<file path="src/rtl/scan_tick_gen_if.sv">
// scan_tick_gen_if: bundles the control inputs and timebase/scan outputs of
//   scan_tick_gen. The master modport is the generator side, and the slave
//   modport is the consumer side, which drives en/hold/fast.
// Ports: en, hold, fast (control); tick_ms, scan_tick, scan_sq, scan_idx,
//   scan_onehot, scan_blank (status, all registered in the generator).
interface scan_tick_gen_if #(
  parameter int CHANNELS = 4,
  parameter int IDX_W    = $clog2(CHANNELS)
);
  logic                en;
  logic                hold;
  logic                fast;
  logic                tick_ms;
  logic                scan_tick;
  logic                scan_sq;
  logic [IDX_W-1:0]    scan_idx;
  logic [CHANNELS-1:0] scan_onehot;
  logic                scan_blank;

  modport master (
    input  en, hold, fast,
    output tick_ms, scan_tick, scan_sq, scan_idx, scan_onehot, scan_blank
  );

  modport slave (
    output en, hold, fast,
    input  tick_ms, scan_tick, scan_sq, scan_idx, scan_onehot, scan_blank
  );
endinterface

</file>
<file path="src/rtl/scan_tick_gen.sv">
// scan_tick_gen: ms tick and channel-scan enables from a single clock inclk.
// Latency: all outputs are registered; en/hold/fast act on the next edge, at tick boundaries.
// Backpressure: none. en=0 freezes every counter and suppresses both tick pulses.
// Ports: inclk, rst (sync, active-high); bus (master modport) carries
//   en/hold/fast in and tick_ms/scan_tick/scan_sq/scan_idx/scan_onehot/scan_blank out.
// Optional macro SCAN_BLANK_EN adds the inter-channel blanking window.
module scan_tick_gen #(
  parameter int DIV_MS      = 100000,
  parameter int MS_PER_SCAN = 1000,
  parameter int CHANNELS    = 4,
  parameter int BLANK_MS    = 1,
  parameter int IDX_W       = $clog2(CHANNELS)
) (
  input  logic             inclk,
  input  logic             rst,
  scan_tick_gen_if.master  bus
);

  localparam int MS_W = $clog2(DIV_MS);
  // MS_PER_SCAN=1 would give a zero-width counter, so keep at least one bit.
  localparam int SC_W = (MS_PER_SCAN > 1) ? $clog2(MS_PER_SCAN) : 1;
  localparam logic [MS_W-1:0]  MS_LAST  = MS_W'(DIV_MS - 1);
  localparam logic [SC_W-1:0]  SC_LAST  = SC_W'(MS_PER_SCAN - 1);
  localparam logic [IDX_W-1:0] IDX_LAST = IDX_W'(CHANNELS - 1);

  // Reject illegal parameter sets at elaboration.
  if (DIV_MS < 2 || MS_PER_SCAN < 1 || CHANNELS < 2 || BLANK_MS < 1 ||
      BLANK_MS >= MS_PER_SCAN) begin : g_param_chk
    $error("scan_tick_gen: illegal parameter combination");
  end

  logic [MS_W-1:0]     msc, msc_nxt;
  logic [SC_W-1:0]     sc, sc_nxt;
  logic                tick_q, stick_q, sq_q, blank_q;
  logic [IDX_W-1:0]    idx_q, idx_nxt;
  logic [CHANNELS-1:0] onehot_q, onehot_nxt;
  logic                ms_wrap, step, adv, sq_nxt, blank_nxt;

  always_comb begin
    // ms_wrap marks the edge that raises tick_ms.
    ms_wrap = bus.en && (msc == MS_LAST);
    // fast is looked at only on this edge, so mid-interval changes wait for the next ms.
    step    = ms_wrap && (bus.fast || (sc == SC_LAST));
    adv     = step && !bus.hold;

    msc_nxt = msc;
    if (bus.en) msc_nxt = ms_wrap ? '0 : msc + 1'b1;

    sc_nxt = sc;
    if (ms_wrap) sc_nxt = step ? '0 : sc + 1'b1;

    // Explicit wrap keeps non-power-of-two channel counts in range.
    idx_nxt = idx_q;
    if (adv) idx_nxt = (idx_q == IDX_LAST) ? '0 : idx_q + 1'b1;

    sq_nxt = step ? ~sq_q : sq_q;
  end

`ifdef SCAN_BLANK_EN
  localparam int BL_W = $clog2(BLANK_MS + 1);
  logic [BL_W-1:0] bc, bc_nxt;

  // A real channel change in normal mode loads the window, and each later ms tick
  // counts it down. The outputs release on the edge where it reaches zero.
  always_comb begin
    bc_nxt = bc;
    if (adv && !bus.fast)            bc_nxt = BL_W'(BLANK_MS);
    else if (ms_wrap && bc != '0)    bc_nxt = bc - 1'b1;
    blank_nxt = (bc_nxt != '0);
  end

  always_ff @(posedge inclk) begin
    if (rst) bc <= '0;
    else     bc <= bc_nxt;
  end
`else
  assign blank_nxt = 1'b0;
`endif

  // The decode is built from the next index so that onehot and idx move on the same edge.
  always_comb begin
    onehot_nxt = '0;
    for (int i = 0; i < CHANNELS; i++)
      onehot_nxt[i] = !blank_nxt && (idx_nxt == IDX_W'(i));
  end

  always_ff @(posedge inclk) begin
    if (rst) begin
      msc      <= '0;
      sc       <= '0;
      tick_q   <= 1'b0;
      stick_q  <= 1'b0;
      sq_q     <= 1'b0;
      idx_q    <= '0;
      onehot_q <= CHANNELS'(1);
      blank_q  <= 1'b0;
    end else begin
      msc      <= msc_nxt;
      sc       <= sc_nxt;
      tick_q   <= ms_wrap;
      stick_q  <= step;
      sq_q     <= sq_nxt;
      idx_q    <= idx_nxt;
      onehot_q <= onehot_nxt;
      blank_q  <= blank_nxt;
    end
  end

  assign bus.tick_ms     = tick_q;
  assign bus.scan_tick   = stick_q;
  assign bus.scan_sq     = sq_q;
  assign bus.scan_idx    = idx_q;
  assign bus.scan_onehot = onehot_q;
  assign bus.scan_blank  = blank_q;

endmodule

</file>
<file path="src/flat_wrapper.sv">
// flat-port wrapper written by rule: the top's interface ports become plain ports
module scan_tick_gen_flat 
#(
  parameter int DIV_MS      = 100000,
  parameter int MS_PER_SCAN = 1000,
  parameter int CHANNELS    = 4,
  parameter int BLANK_MS    = 1,
  parameter int IDX_W       = $clog2(CHANNELS)
)
  (inclk, rst, bus_en, bus_hold, bus_fast, bus_tick_ms, bus_scan_tick, bus_scan_sq, bus_scan_idx, bus_scan_onehot, bus_scan_blank);
  scan_tick_gen_if #(.CHANNELS(CHANNELS), .IDX_W(IDX_W)) bus_i ();
  input  logic inclk;
  input  logic rst;
  input wire logic [$bits(bus_i.en)-1:0] bus_en;
  input wire logic [$bits(bus_i.hold)-1:0] bus_hold;
  input wire logic [$bits(bus_i.fast)-1:0] bus_fast;
  output wire logic [$bits(bus_i.tick_ms)-1:0] bus_tick_ms;
  output wire logic [$bits(bus_i.scan_tick)-1:0] bus_scan_tick;
  output wire logic [$bits(bus_i.scan_sq)-1:0] bus_scan_sq;
  output wire logic [$bits(bus_i.scan_idx)-1:0] bus_scan_idx;
  output wire logic [$bits(bus_i.scan_onehot)-1:0] bus_scan_onehot;
  output wire logic [$bits(bus_i.scan_blank)-1:0] bus_scan_blank;
  assign bus_i.en = bus_en;
  assign bus_i.hold = bus_hold;
  assign bus_i.fast = bus_fast;
  assign bus_tick_ms = bus_i.tick_ms;
  assign bus_scan_tick = bus_i.scan_tick;
  assign bus_scan_sq = bus_i.scan_sq;
  assign bus_scan_idx = bus_i.scan_idx;
  assign bus_scan_onehot = bus_i.scan_onehot;
  assign bus_scan_blank = bus_i.scan_blank;
  scan_tick_gen #(.DIV_MS(DIV_MS), .MS_PER_SCAN(MS_PER_SCAN), .CHANNELS(CHANNELS), .BLANK_MS(BLANK_MS), .IDX_W(IDX_W)) u_core (.inclk(inclk), .rst(rst), .bus(bus_i));
endmodule
</file>
<file path="config.mk">
export PLATFORM = sky130hd
export DESIGN_NAME = scan_tick_gen_flat
export DESIGN_NICKNAME = d
export VERILOG_FILES = /design/src/rtl/scan_tick_gen_if.sv /design/src/rtl/scan_tick_gen.sv /design/src/flat_wrapper.sv
export SDC_FILE = /design/constraint.sdc
export NUM_CORES = 1
export LEC_CHECK = 0
export BUFFER_PORTS_ARGS = -buffer_cell sky130_fd_sc_hd__buf_2
export CAP_MARGIN = 5
export CORE_ASPECT_RATIO = 0.75
export CORE_MARGIN = 5
export CORE_UTILIZATION = 35
export DETAILED_ROUTE_END_ITERATION = 10
export PLACE_DENSITY_LB_ADDON = 0.15
export SYNTH_ARGS = -nofsm -noshare
export SYNTH_HDL_FRONTEND = slang
export SYNTH_SLANG_ARGS = --single-unit
</file>
<file path="constraint.sdc">
create_clock -name inclk -period 4.4 [get_ports inclk]
set_clock_uncertainty 0.05 [all_clocks]
set_input_delay 0.22 -clock inclk [delete_from_list [all_inputs] [get_ports inclk]]
set_output_delay 0.22 -clock inclk [all_outputs]
set_load 0.03 [all_outputs]
</file>
## Word level (Yosys, flattened, before mapping)

Index checks and enable logic that the tools add are counted.
W data, S select, Z words.

| operators by class | value |
|---|---|
| mux-type cells | 4 |
| divide/modulo/power cells | 0 |
| bitwise gates (word level) | 1 |
| equal/unequal tests | 6 |
| add/sub/neg operators | 3 |
| reduce and logical (&&, ||, !) cells | 6 |
| $mul | 0 |
| shifts and indexed selects | 0 |
| $lt $le $gt $ge | 0 |

Operators with widths:

| operator | count |
|---|---|
| $add A17 B1 Y17 const B | 1 |
| $eq A17 B17 Y1 const B | 1 |
| $mux W17 | 1 |
| $add A10 B1 Y10 const B | 1 |
| $eq A10 B10 Y1 const B | 1 |
| $mux W10 | 1 |
| $eq A2 B2 Y1 const B | 3 |
| $mux W2 | 2 |
| $logic_and A1 B1 Y1 | 3 |
| $add A2 B1 Y2 const B | 1 |
| $eq A2 B1 Y1 const B | 1 |
| $logic_not A2 Y1 | 1 |
| $logic_not A1 Y1 | 1 |
| $logic_or A1 B1 Y1 | 1 |
| $not A1 Y1 | 1 |

| storage, ports and cells | value |
|---|---|
| memory bits (writable) | 0 |
| ROM bits | 0 |
| bits in latches | 0 |
| logic and storage cells | 27 |
| input bits | 5 |
| output and inout bits | 10 |
| memories kept | 0 |
| register bits | 36 |

## Logic depth before layout (Yosys ltp)

Gate-level depths: netlist of run 1.

| depth | value |
|---|---|
| depth after elaboration | 6 |
| gate-level depth with buffers | 7 |
| mapped depth without buffers | 5 |

## Worst setup path after synthesis of run 1

OpenSTA, ideal clock, no wires.

| timing path | value |
|---|---|
| path kind | register to register |
| start | register u_core.sc[0] |
| end | register u_core.idx_q[1] (netlist: u_core.bus.scan_idx[1]) |
| setup slack | 2.453 ns |
| period minus slack after synthesis | 1.947 ns |
| data arrival time | 1.775 ns |
| stages on the path, launching flop included | 7 |
| data required time | 4.229 ns |
| buffers on the path | 1 |
| library setup time | 0.121 ns |
| cells stage by stage | dfxtp_1 ha_1 and4b_1 a31oi_1 or4_1 buf_2 mux2_4 |

| on the way | value |
|---|---|
| cells in the longest elaborated chain, start to end | 5 |

Ends and longest elaborated chain:

| element | RTL line | RTL |
|---|---|---|
| start, declared | scan_tick_gen.sv:33 | `logic [SC_W-1:0] sc, sc_nxt;` |
| start signal, assigned | scan_tick_gen.sv:99 | `sc <= sc_nxt;` |
| $eq A10 B10 Y1 | scan_tick_gen.sv:43 | `step = ms_wrap && (bus.fast \|\| (sc == SC_LAST));` |
| $logic_or A1 B1 Y1 | scan_tick_gen.sv:43 |  |
| $logic_and A1 B1 Y1 | scan_tick_gen.sv:43 |  |
| $logic_and A1 B1 Y1 | scan_tick_gen.sv:44 | `adv = step && !bus.hold;` |
| $mux W2 | scan_tick_gen.sv:54 | `if (adv) idx_nxt = (idx_q == IDX_LAST) ? '0 : idx_q + 1'b1;` |
| end signal, assigned | scan_tick_gen.sv:103 | `idx_q <= idx_nxt;` |
| end, declared | scan_tick_gen.sv:35 | `logic [IDX_W-1:0] idx_q, idx_nxt;` |

No other way between the ends.
A chain may end at the register's enable or synchronous reset.

## Worst setup path after layout of run 1

| timing path | value |
|---|---|
| start | register u_core.msc[0] |
| end | register u_core.msc[6] |

| on the way | value |
|---|---|
| cells in the longest elaborated chain, start to end | 3 |
| elaborated cells between the ends (all ways) | 4 |
| those cells by class | add/sub: 1; eq/ne: 1; mux: 1; reduce/logical: 1 |

Ends and longest elaborated chain:

| element | RTL line | RTL |
|---|---|---|
| start, declared | scan_tick_gen.sv:32 | `logic [MS_W-1:0] msc, msc_nxt;` |
| start signal, assigned | scan_tick_gen.sv:98 | `msc <= msc_nxt;` |
| branches (longest 2 deep; another with $add A17 B1 Y17) | n/a |  |
| $mux W17 (*) | scan_tick_gen.sv:47 | `if (bus.en) msc_nxt = ms_wrap ? '0 : msc + 1'b1;` |

Every way passes the cells marked *.

==> metrics.md, run 1 <==
| Metric | Value |
|---|---|
| Status | `complete, no violations` |
| DR top layer | `met4` |
| Initial Util | `0.355` |
| Top delay family on crit path | `compound AO/OA/AOI/OAI gates` |
| Gr usage total | `0.127` |
| Row Count | `23` |
| Layout area overhead | `9.69%` |
| Total Routed Length | `3950 µm` |
| NumNets Final | `231` |
| Largest net degree at the start of global routing | `20` |
| Placed cell count | `a little under 300` |
| Post-synth EDFFs | `0` |
| Top cells by count, synth | `dfxtp_1, nor2_1, nand2_1, nand3_1, a21oi_1` |
| Clock Pin Slew Worst Setup and Hold Paths | `0.07 ns` |
| CTS Buf Count | `5` |
| Drt drc | `0` |
| Post-synthesis sequential area ratio | `0.388` |
| Syn. warnings | `0` |
| Vias per inst | `5.21` |
| Layout Cells excl Fill | `298` |
| CP max FO | `15` |
| Clock Tree Buf Depth | `2` |
| CP Class | `flip-flop to flip-flop` |
| Critical Path End Type | `flip-flop` |
| Number of max-cap violations | `0` |
| Clock sinks | `36` |
| Dpl cell area | `1940 µm²` |
| Count leader, synth | `dfxtp_1` |
| Post-synth top area cell | `dfxtp_1` |
| Peak Freq | `0.380 GHz` |
| Synth Cell Area | `around 1900 µm²` |
| Routed Antenna Nets | `0` |
| Cts hold-fix bufs | `0` |
| CP Data Arrival Time | `2.71 ns` |
| Ys flop type | `dfxtp_1` |
| Ratio of cells with drive above 1 in the final layout | `0.126` |
| Slew Viols, Final | `0` |
| Worst path cell trace | `ha_1, and4_1, nand2_1, o21ai_1, nor2_1` |
| Met3 WL | `186 µm` |
| Die area | `6880 µm²` |
| Core area | `around 5200 µm²` |
| Fill cells | `551` |
| Rel. slew slack | `0.300` |
| Worst-Margin Slew | `1.04 ns` |
| Slowest-stage cell, CP | `o21ai_1` |
| Multi-input gate area in the final layout | `roughly 1100 µm²` |
| I/O Buffers | `13` |
| Pre-antenna DRT Iters | `4` |
| Chip Height | `73.1 µm` |
| FFs w/ async S/R, synth | `0` |
| Cell Pwr Density | `roughly 290 nW/µm²` |
| Setup Fix Bufs, Post-CTS | `0` |
| Clock latency on the worst-skew pair | `0.28 ns` |
| Top cell type's share of synthesized area | `0.388` |
| # IOs | `15` |
| Antenna diodes | `0` |
| Via count | `roughly 1600` |
| Met2 wire length | `about 1600 µm` |
| CP peak stage delay | `0.93 ns` |
| Worst Hold Class | `input pin to flip-flop` |
| Clock root cell | `clkbuf_8` |
| Number of global-route vias before repair | `~1500` |
| Avg Synthesized Cell Area | `approximately 8.6 µm²` |
| Distinct cells, synth | `45` |
| Hpwl dp | `2810 µm` |
| Buffers & Inverters on Critical Path | `0` |
| Chip width | `between 90 and 100 µm` |
| RSZ-0062 raised after global routing | `false` |
| Flip-flop and latch area | `721 µm²` |
| PostCTS Resize Cnt | `0` |
| Post-route cell area | `2040 µm²` |
| Number of H-tree levels | `2` |
| Final Hold Vio Count | `0` |
| DRT met1 WL | `2110 µm` |
| GRT overflow | `0` |
| Initial DRC Count | `98` |
| Leakage | `0.686 nW` |
| Worst setup SP type | `flip-flop` |
| Worst hold slack | `0.175 ns` |
| Syn Inst Count | `215` |
| Setup violators final | `0` |
| Setup TNS | `0 ns` |
| Antenna violations before repair | `0` |
| Synthesized flop and latch total | `36` |
| Wire per inst | `13.2 µm` |
| Min Tclk post-route | `approximately 2.6 ns` |
| Worst vdd rail ir drop | `0.153 mV` |
| Ranking of synthesized cells by area | `dfxtp_1, nand3_1, nor2_1` |
| CP required | `~4.5 ns` |
| GPL Wtd Cong | `0.833` |
| Net Count, Synth | `223` |
| First-pass GRT wire length | `approximately 7000 µm` |
| Final period util | `0.598` |
| CTS tree | `built` |
-- power breakdown --
| part | switching (mW) | internal (mW) | leakage (nW) |
|---|---|---|---|
| clock network | 0.111 | 0.139 | 0.0503 |
| logic | 0.0127 | 0.00449 | 0.345 |
| registers | 0.00121 | 0.327 | 0.290 |
| total | 0.124 | 0.471 | 0.686 |
-- worst reg2reg max path, cell delays in order, from the launching register on --
cell	delay, ns
dfxtp_1	0.38
ha_1	0.20
and4_1	0.42
nand2_1	0.38
o21ai_1	0.93
nor2_1	0.12
-- per-layer routing --
| layer | up-vias | track usage |
|---|---|---|
| met5 | - | 0 |
| met1 | 705 | 0.186 |
| met3 | 4 | 0.0381 |
| li1 | 812 | - |
| met4 | 0 | 0.0449 |
| met2 | 31 | 0.174 |
-- final timing paths --
| kind | from | to | slack (ns) | cells past startpoint |
|---|---|---|---|---|
| setup reg to reg | u_core.msc[0]$_SDFFE_PP0P_ | u_core.msc[6]$_SDFFE_PP0P_ | 1.77 | 5 |
| hold reg to reg | u_core.bus.scan_sq$_SDFFE_PP0N_ | u_core.bus.scan_sq$_SDFFE_PP0N_ | 0.43 | 2 |
| setup / recovery | u_core.msc[0]$_SDFFE_PP0P_ | u_core.msc[6]$_SDFFE_PP0P_ | 1.77 | 5 |
| hold / removal | bus_hold | u_core.bus.scan_onehot[0]$_SDFF_PP1_ | 0.17 | 3 |
-- logic make-up (layout without fill, tap and decap cells) --
logic type      count (synthesis)  after routing  share of synthesized area
xor+xnor                       11             11                     0.0518
simple gates                  104            104                      0.325
flops                          36             36                      0.388
other cells                     1              1                    0.00202
compound gates                 40             40                      0.137
mux                             5              5                     0.0303
buf+inv                        15             23                     0.0464
fa+ha+maj                       3              3                     0.0202
-- stage by stage --
step / setup WS [ns] / util / total power [mW]
final: 1.77 / 0.389 / 0.595
after global routing: 1.50 / 0.389 / 0.627
after CTS: 1.74 / 0.389 / 0.609
after detailed placement: 1.73 / 0.371 / 0.353
after global placement: 1.79 / 0.371 / 0.354
after floorplan: 2.45 / - / 0.348
-- cell type report --
| type | instances | share of cell area |
|---|---|---|
| sequential | 36 | 0.353 |
| tap | 75 | 0.0460 |
| multi-input combinational | 164 | 0.516 |
| inverter | 3 | 0.00552 |
| timing repair buffer | 13 | 0.0319 |
| clock buffer | 7 | 0.0472 |
-- placed cells by master (no fill, tap or decap), types with 2 or more instances in the layout --
cell and instances:
nor2_1 20, or4_1 5, or2_2 2, nor2b_1 5
or3_1 7, and4_1 5, nor4_1 4, dfxtp_1 36
nand3_1 15, o21ai_0 9, nand4_1 7, nor3_1 3
o31ai_1 6, nor4b_2 2, buf_2 13, clkbuf_8 7
o41ai_1 3, and3_1 5, ha_1 3, xnor2_1 6
a21oi_1 11, xor2_1 5, o211ai_1 5, nand2b_1 3
mux2i_1 3, nand2_1 15, inv_1 2
-- sequential cells by signal (all words and copies together), names as in the netlist --
name and count:
u_core.bus.scan_sq 1, u_core.sc 10, u_core.bus.scan_tick 1, u_core.msc 17, u_core.bus.scan_idx 2, u_core.bus.tick_ms 1
u_core.bus.scan_onehot 4
(Power assumes the default switching activity.)
==> run 2: changes to the inputs <==
==> constraint.sdc (replaced) <==
create_clock -name inclk -period 2.2 [get_ports inclk]
set_clock_uncertainty 0.05 [all_clocks]
set_input_delay 0.11 -clock inclk [delete_from_list [all_inputs] [get_ports inclk]]
set_output_delay 0.11 -clock inclk [all_outputs]
set_load 0.03 [all_outputs]
==> run 2 against run 1 <==
Compared with the run above: hold slack worse by 0.099 ns; wire length up 9.9%; critical endpoint is now u_core.bus.scan_idx[1]$_SDFF_PP0_; first-iteration DRC count down 44%; worst setup slack lost 1.6 ns; sequential power grew 100%; count of clock-buffer cells in the layout stayed put.
==> metrics.md, run 2 (same netlist as run 1, synthesis figures left out) <==
| Metric | Value |
|---|---|
| Largest Register | `u_core.msc` |
| Peak Freq | `0.498 GHz (+31%)` |
| Clock Pin Slew Worst Setup and Hold Paths | `0.08 ns (about the same)` |
| Number of global-route vias before repair | `1506 (+2.1%)` |
| Pre-antenna DRT Iters | `4 (unchanged)` |
| Max reg flops | `17 (unchanged)` |
| Clock latency on the worst-skew pair | `0.29 ns (about the same)` |
| Clock sinks | `36 (unchanged)` |
| Slew Viols, Final | `0 (unchanged)` |
| Worst path cell trace | `ha_1, and4b_1, a31oi_1, or4_1, mux2_4` |
| Worst setup SP type | `flip-flop` |
| Logic pwr share | `0.030 (about the same)` |
| Most frequent cells in the layout | `dfxtp_1, nor2_1, nand3_1, nand2_1, buf_2` |
| Vias per inst | `5.07 (-2.6%)` |
| CP max FO | `5 (-10)` |
| Most common cell after layout, fill and taps aside | `dfxtp_1` |
| Clock root cell | `clkbuf_8` |
| Initial Util | `0.355 (unchanged)` |
| Layout area overhead | `16.4%` |
| Final period util | `0.914 (+0.315)` |
| Row Count | `23 (unchanged)` |
| Die area | `6880 µm² (unchanged)` |
| CP required | `2.32 ns (-2.16 ns)` |
| Status | `complete, no violations` |
| CP peak stage delay | `0.59 ns (-0.34 ns)` |
| Antenna diodes | `0 (unchanged)` |
| Wire per inst | `13.9 µm (+5.3%)` |
| I/O Buffers | `13 (unchanged)` |
| Leakage | `0.761 nW (+11%)` |
| NumNets Final | `243 (+5.2%)` |
| CP Class | `flip-flop to flip-flop` |
| First-pass GRT wire length | `7620 µm (+9.2%)` |
| Final Hold Vio Count | `0 (unchanged)` |
| Slowest-stage cell, CP | `or4_1` |
| Min Tclk post-route | `2.01 ns (-0.623 ns)` |
| P_sw | `0.269 mW (+120%)` |
| Fill cells | `543 (-1.5%)` |
| Routed Antenna Nets | `0 (unchanged)` |
| CTS tree | `built` |
| CTS Buf Count | `5 (unchanged)` |
| Via count | `1577 (+1.6%)` |
| Worst hold slack | `0.0752 ns (-0.0993 ns)` |
| Total Routed Length | `4340 µm (+9.9%)` |
| Setup violators final | `0 (unchanged)` |
| Hpwl dp | `3120 µm (+11%)` |
| Worst Hold Class | `input pin to flip-flop` |
| Drt drc | `0 (unchanged)` |
| Buffers & Inverters on Critical Path | `0 (unchanged)` |
| Total power | `1.34 mW (+120%)` |
| GPL Wtd Cong | `0.842 (+1.0%)` |
| Clock Tree Buf Depth | `2 (unchanged)` |
| Critical Path End Type | `flip-flop` |
| Top delay family on crit path | `simple AND/OR/NAND/NOR gates` |
| Final Util | `0.413 (+0.0239)` |
| Chip Height | `73.1 µm (unchanged)` |
| Gr usage total | `0.142 (+0.0150)` |
| Power share of the sequential group | `0.491 (-0.060)` |
| Core area | `5240 µm² (unchanged)` |
| Clock power frac | `0.479 (+0.059)` |
| # IOs | `15 (unchanged)` |
| Largest net degree at the start of global routing | `20 (unchanged)` |
| Chip width | `94.2 µm (unchanged)` |
| Number of max-cap violations | `0 (unchanged)` |
| Pint | `1.07 mW (+130%)` |
| GRT overflow | `0 (unchanged)` |
| Number of H-tree levels | `2 (unchanged)` |
| RSZ-0062 raised after global routing | `false` |
| Setup TNS | `0 ns (unchanged)` |
| CP Data Arrival Time | `2.13 ns (-0.58 ns)` |
| Worst vdd rail ir drop | `0.343 mV (+120%)` |
| Initial DRC Count | `55 (-44%)` |
| Switching share of total power | `0.201 (-0.00773)` |
| Antenna violations before repair | `0 (unchanged)` |
| Ratio of cells with drive above 1 in the final layout | `0.178 (+0.0524)` |
| Cell Pwr Density | `617 nW/µm² (+110%)` |
| Setup Fix Bufs, Post-CTS | `0 (unchanged)` |
==> run 2: cell count changes in the layout (fill, tap and decap cells not counted) <==
| cell | previous run | this run |
|---|---|---|
| bufinv_16 | 0 | 1 |
| o31ai_2 | 0 | 1 |
| buf_4 | 0 | 12 |
| o31ai_1 | 6 | 5 |
==> run 2: metrics by stage <==
stage	instances	setup WS, ns	area [µm²]
after floorplan	215	0.253	1860
after global placement	303	0.270	2030
after detailed placement	303	0.226	2030
after CTS	311	0.203	2160
after global routing	311	0.00931	2160
final	311	0.190	2160
==> run 2: worst paths after layout <==
path	start	endpoint	slack, ns	cells past startpoint
worst max-delay path	u_core.sc[0]$_SDFFE_PP0N_	u_core.bus.scan_idx[1]$_SDFF_PP0_	0.19	5
worst min-delay path	bus_hold	u_core.bus.scan_onehot[0]$_SDFF_PP1_	0.08	3
worst max register to register	u_core.sc[0]$_SDFFE_PP0N_	u_core.bus.scan_idx[1]$_SDFF_PP0_	0.19	5
worst min register to register	u_core.msc[1]$_SDFFE_PP0P_	u_core.msc[1]$_SDFFE_PP0P_	0.44	2
==> run 2: what timing repair did <==
item | in CTS | in global routing
hold buffers | 0 | 0
endpoints found under the setup margin | 0 | 1
gates resized for setup | 0 | 1
==> run 2: per-layer routing <==
metal	part of all wire	global-route usage	vias to the layer above
met1	0.55	0.212	716
met3	0.036	0.0474	2
met5	0	0	-
met4	0.0044	0.0272	0
met2	0.41	0.197	23
li1	-	-	836
==> run 2: final cells by class <==
cell class              instances  area, µm²  share of cell area
well taps                      75       93.8              0.0434
clock inverters                 1       30.0              0.0139
clock buffers                   7       96.3              0.0445
flip-flops and latches         36        721               0.333
repair buffers                 25        155              0.0717
multi-input cells             164       1060               0.488
inverters                       3       11.3             0.00520
==> run 2: worst register-to-register path: cells and delay by family (launching register included) <==
family,cells,cell delay (ns)
compound gates,1,0.13
mux,1,0.32
flops,1,0.42
fa+ha+maj,1,0.19
simple gates,2,0.78
==> run 2: power by group through the flow <==
stage	Combinational (mW)	Clock (mW)	Sequential, mW
after floorplan	0.0253	0	0.671
after global placement	0.0408	0	0.671
after detailed placement	0.0392	0	0.671
after CTS	0.0396	0.659	0.656
after global routing	0.0451	0.694	0.656
final	0.0394	0.640	0.656
==> run 3: changes to the inputs <==
--- a/config.mk
+++ b/config.mk
@@ -11,7 +11,8 @@
 export CORE_MARGIN = 5
 export CORE_UTILIZATION = 35
 export DETAILED_ROUTE_END_ITERATION = 10
-export PLACE_DENSITY_LB_ADDON = 0.15
+export PLACE_DENSITY = 0.47
+export SKIP_LAST_GASP = 1
 export SYNTH_ARGS = -nofsm -noshare
 export SYNTH_HDL_FRONTEND = slang
 export SYNTH_SLANG_ARGS = --single-unit
==> constraint.sdc (replaced) <==
create_clock -name inclk -period 2.6 [get_ports inclk]
set_clock_uncertainty 0.05 [all_clocks]
set_input_delay 0.13 -clock inclk [delete_from_list [all_inputs] [get_ports inclk]]
set_output_delay 0.13 -clock inclk [all_outputs]
set_load 0.03 [all_outputs]
==> run 3 against run 2 <==
Compared with the run above: combinational power fell by 16%; core utilization fell by 1.0 points; worst setup slack improved by 0.25 ns; critical endpoint unchanged; largest power group unchanged; highest routed layer unchanged.
==> metrics.md, run 3 (same netlist as run 1, synthesis figures left out) <==
| Metric | Value |
|---|---|
| Number of H-tree levels | `2 (unchanged)` |
| Antenna violations before repair | `0 (unchanged)` |
| CTS tree | `built` |
| Most common cell after layout, fill and taps aside | `dfxtp_1` |
| Critical Path End Type | `flip-flop` |
| Most frequent cells in the layout | `dfxtp_1, nor2_1, nand3_1, nand2_1, buf_2` |
| Setup TNS | `0 ns (unchanged)` |
| Post-route cell area | `2110 µm² (-2.5%)` |
| Slew Viols, Final | `0 (unchanged)` |
| R2R depth | `5 (unchanged)` |
| Reg2reg start | `u_core.sc[0]$_SDFFE_PP0N_` |
| Largest Register | `u_core.msc` |
| Largest net degree at the start of global routing | `20 (unchanged)` |
| Ratio of cells with drive above 1 in the final layout | `0.155 (-0.0228)` |
| CP peak stage delay | `0.68 ns (+0.09 ns)` |
| Layout area overhead | `13.5%` |
| CP Data Arrival Time | `2.29 ns (+0.16 ns)` |
| Clock root cell | `clkbuf_8` |
| Clock latency on the worst-skew pair | `0.28 ns (about the same)` |
| Core area | `5240 µm² (unchanged)` |
| Slowest-stage cell, CP | `or4_1` |
| Worst path depth | `5 (unchanged)` |
| Routed Antenna Nets | `0 (unchanged)` |
| CP Class | `flip-flop to flip-flop` |
| Worst setup endpoint | `u_core.bus.scan_idx[1]$_SDFF_PP0_` |
| Final Hold Vio Count | `0 (unchanged)` |
| Layout Cells excl Fill | `307 (-1.3%)` |
| Row Count | `23 (unchanged)` |
| Peak Freq | `0.462 GHz (-7.1%)` |
| # IOs | `15 (unchanged)` |
| Buffers & Inverters on Critical Path | `0 (unchanged)` |
| Clock sinks | `36 (unchanged)` |
| Total power | `1.07 mW (-20%)` |
| Dpl cell area | `2000 µm² (-1.5%)` |
| Leakage | `0.730 nW (-4.1%)` |
| Critical R2R Capture | `u_core.bus.scan_idx[1]$_SDFF_PP0_` |
| Worst hold slack | `0.0935 ns (+0.0183 ns)` |
| Cts hold-fix bufs | `0 (unchanged)` |
| Worst vdd rail ir drop | `0.240 mV (-30%)` |
| Die area | `6880 µm² (unchanged)` |
| CP max FO | `5 (unchanged)` |
| Cell Pwr Density | `508 nW/µm² (-18%)` |
| Placed cell count | `299 (-1.3%)` |
| Fill cells | `567 (+4.4%)` |
| Setup WS post-layout | `0.437 ns (+0.247 ns)` |
| Max reg flops | `17 (unchanged)` |
| Worst slack at placement | `0.445 ns (+0.219 ns)` |
| Setup Fix Bufs, Post-CTS | `0 (unchanged)` |
| NumNets Final | `239 (-1.6%)` |
| Final Util | `0.403 (-0.0103)` |
| Via count | `1623 (+2.9%)` |
| Worst Hold Class | `input pin to flip-flop` |
| Final period util | `0.832 (-0.0817)` |
| GPL Wtd Cong | `0.780 (-7.4%)` |
| Chip Height | `73.1 µm (unchanged)` |
| Wire per inst | `13.8 µm (-0.78%)` |
| Worst Setup SP | `u_core.sc[0]$_SDFFE_PP0N_` |
| Pre-antenna DRT Iters | `4 (unchanged)` |
| R2r setup slk | `0.44 ns (+0.25 ns)` |
| Worst setup SP type | `flip-flop` |
| Min Tclk post-route | `2.16 ns (+0.153 ns)` |
| PostCTS Resize Cnt | `0 (unchanged)` |
| Gr usage total | `0.133 (-0.00872)` |
| Number of max-cap violations | `0 (unchanged)` |
| Vias per inst | `5.29 (+4.3%)` |
| RSZ-0062 raised after global routing | `false` |
| Drt drc | `0 (unchanged)` |
| CTS Buf Count | `5 (unchanged)` |
| Initial DRC Count | `91 (+65%)` |
| CP required | `2.73 ns (+0.41 ns)` |
| Worst path cell trace | `ha_1, and4b_1, a31oi_1, or4_1, mux2_4` |
| First-pass GRT wire length | `7290 µm (-4.3%)` |
| I/O Buffers | `13 (unchanged)` |
| GRT overflow | `0 (unchanged)` |
| Number of global-route vias before repair | `1478 (-1.9%)` |
| Antenna diodes | `0 (unchanged)` |
| Status | `complete, no violations` |
| Setup violators final | `0 (unchanged)` |
| Initial Util | `0.355 (unchanged)` |
| Total Routed Length | `4250 µm (-2.1%)` |
| Clock Pin Slew Worst Setup and Hold Paths | `0.08 ns (about the same)` |
| Top delay family on crit path | `simple AND/OR/NAND/NOR gates` |
| Chip width | `94.2 µm (unchanged)` |
| Clock Tree Buf Depth | `2 (unchanged)` |
| Hpwl dp | `3080 µm (-1.3%)` |
## run 3: cell types whose count changed in the layout (fill, tap and decap cells not counted), sizes merged
cell / before / now
clkbuf: 7 / 6
buf: 25 / 21
clkinv: 1 / 2
## run 3: routing by layer
layer	share of wire	GRT usage	wire, µm
met2	0.40	0.178	1690
met1	0.54	0.209	2290
met4	0.0052	0.0288	22
met5	0	0	0
met3	0.056	0.0340	239
## run 3: tightest hold or removal path, delay by kind of cell
kind,cells,cell delay (ns)
AO/OA/AOI/OAI,2,0.16
buffers and inverters,1,0.10
## run 3: layout make-up
| class | instances | area, µm² | share of cell area |
|---|---|---|---|
| inverters | 3 | 11.3 | 0.00533 |
| repair buffers | 21 | 125 | 0.0593 |
| flip-flops and latches | 36 | 721 | 0.341 |
| well taps | 75 | 93.8 | 0.0445 |
| clock buffers | 6 | 72.6 | 0.0344 |
| clock inverters | 2 | 35.0 | 0.0166 |
| multi-input cells | 164 | 1050 | 0.499 |
## run 3: where the power goes
group	internal (mW)	leakage, nW	switching (mW)
registers	0.553	0.290	0.00186
logic	0.0105	0.384	0.0226
clock network	0.285	0.0552	0.199
total	0.848	0.730	0.224
## run 3: worst min path at each step
stage | start | endpoint | slack (ns) | cells past startpoint
global route | bus_hold | u_core.bus.scan_onehot[0]$_SDFF_PP1_ | 0.12 | 3
CTS | bus_hold | u_core.bus.scan_onehot[0]$_SDFF_PP1_ | 0.09 | 3
floorplan | bus_hold | u_core.bus.scan_onehot[0]$_SDFF_PP1_ | 0.24 | 2
detailed placement | bus_hold | u_core.bus.scan_onehot[0]$_SDFF_PP1_ | 0.39 | 3
finish | bus_hold | u_core.bus.scan_onehot[0]$_SDFF_PP1_ | 0.09 | 3
global placement | bus_hold | u_core.bus.scan_onehot[0]$_SDFF_PP1_ | 0.38 | 3
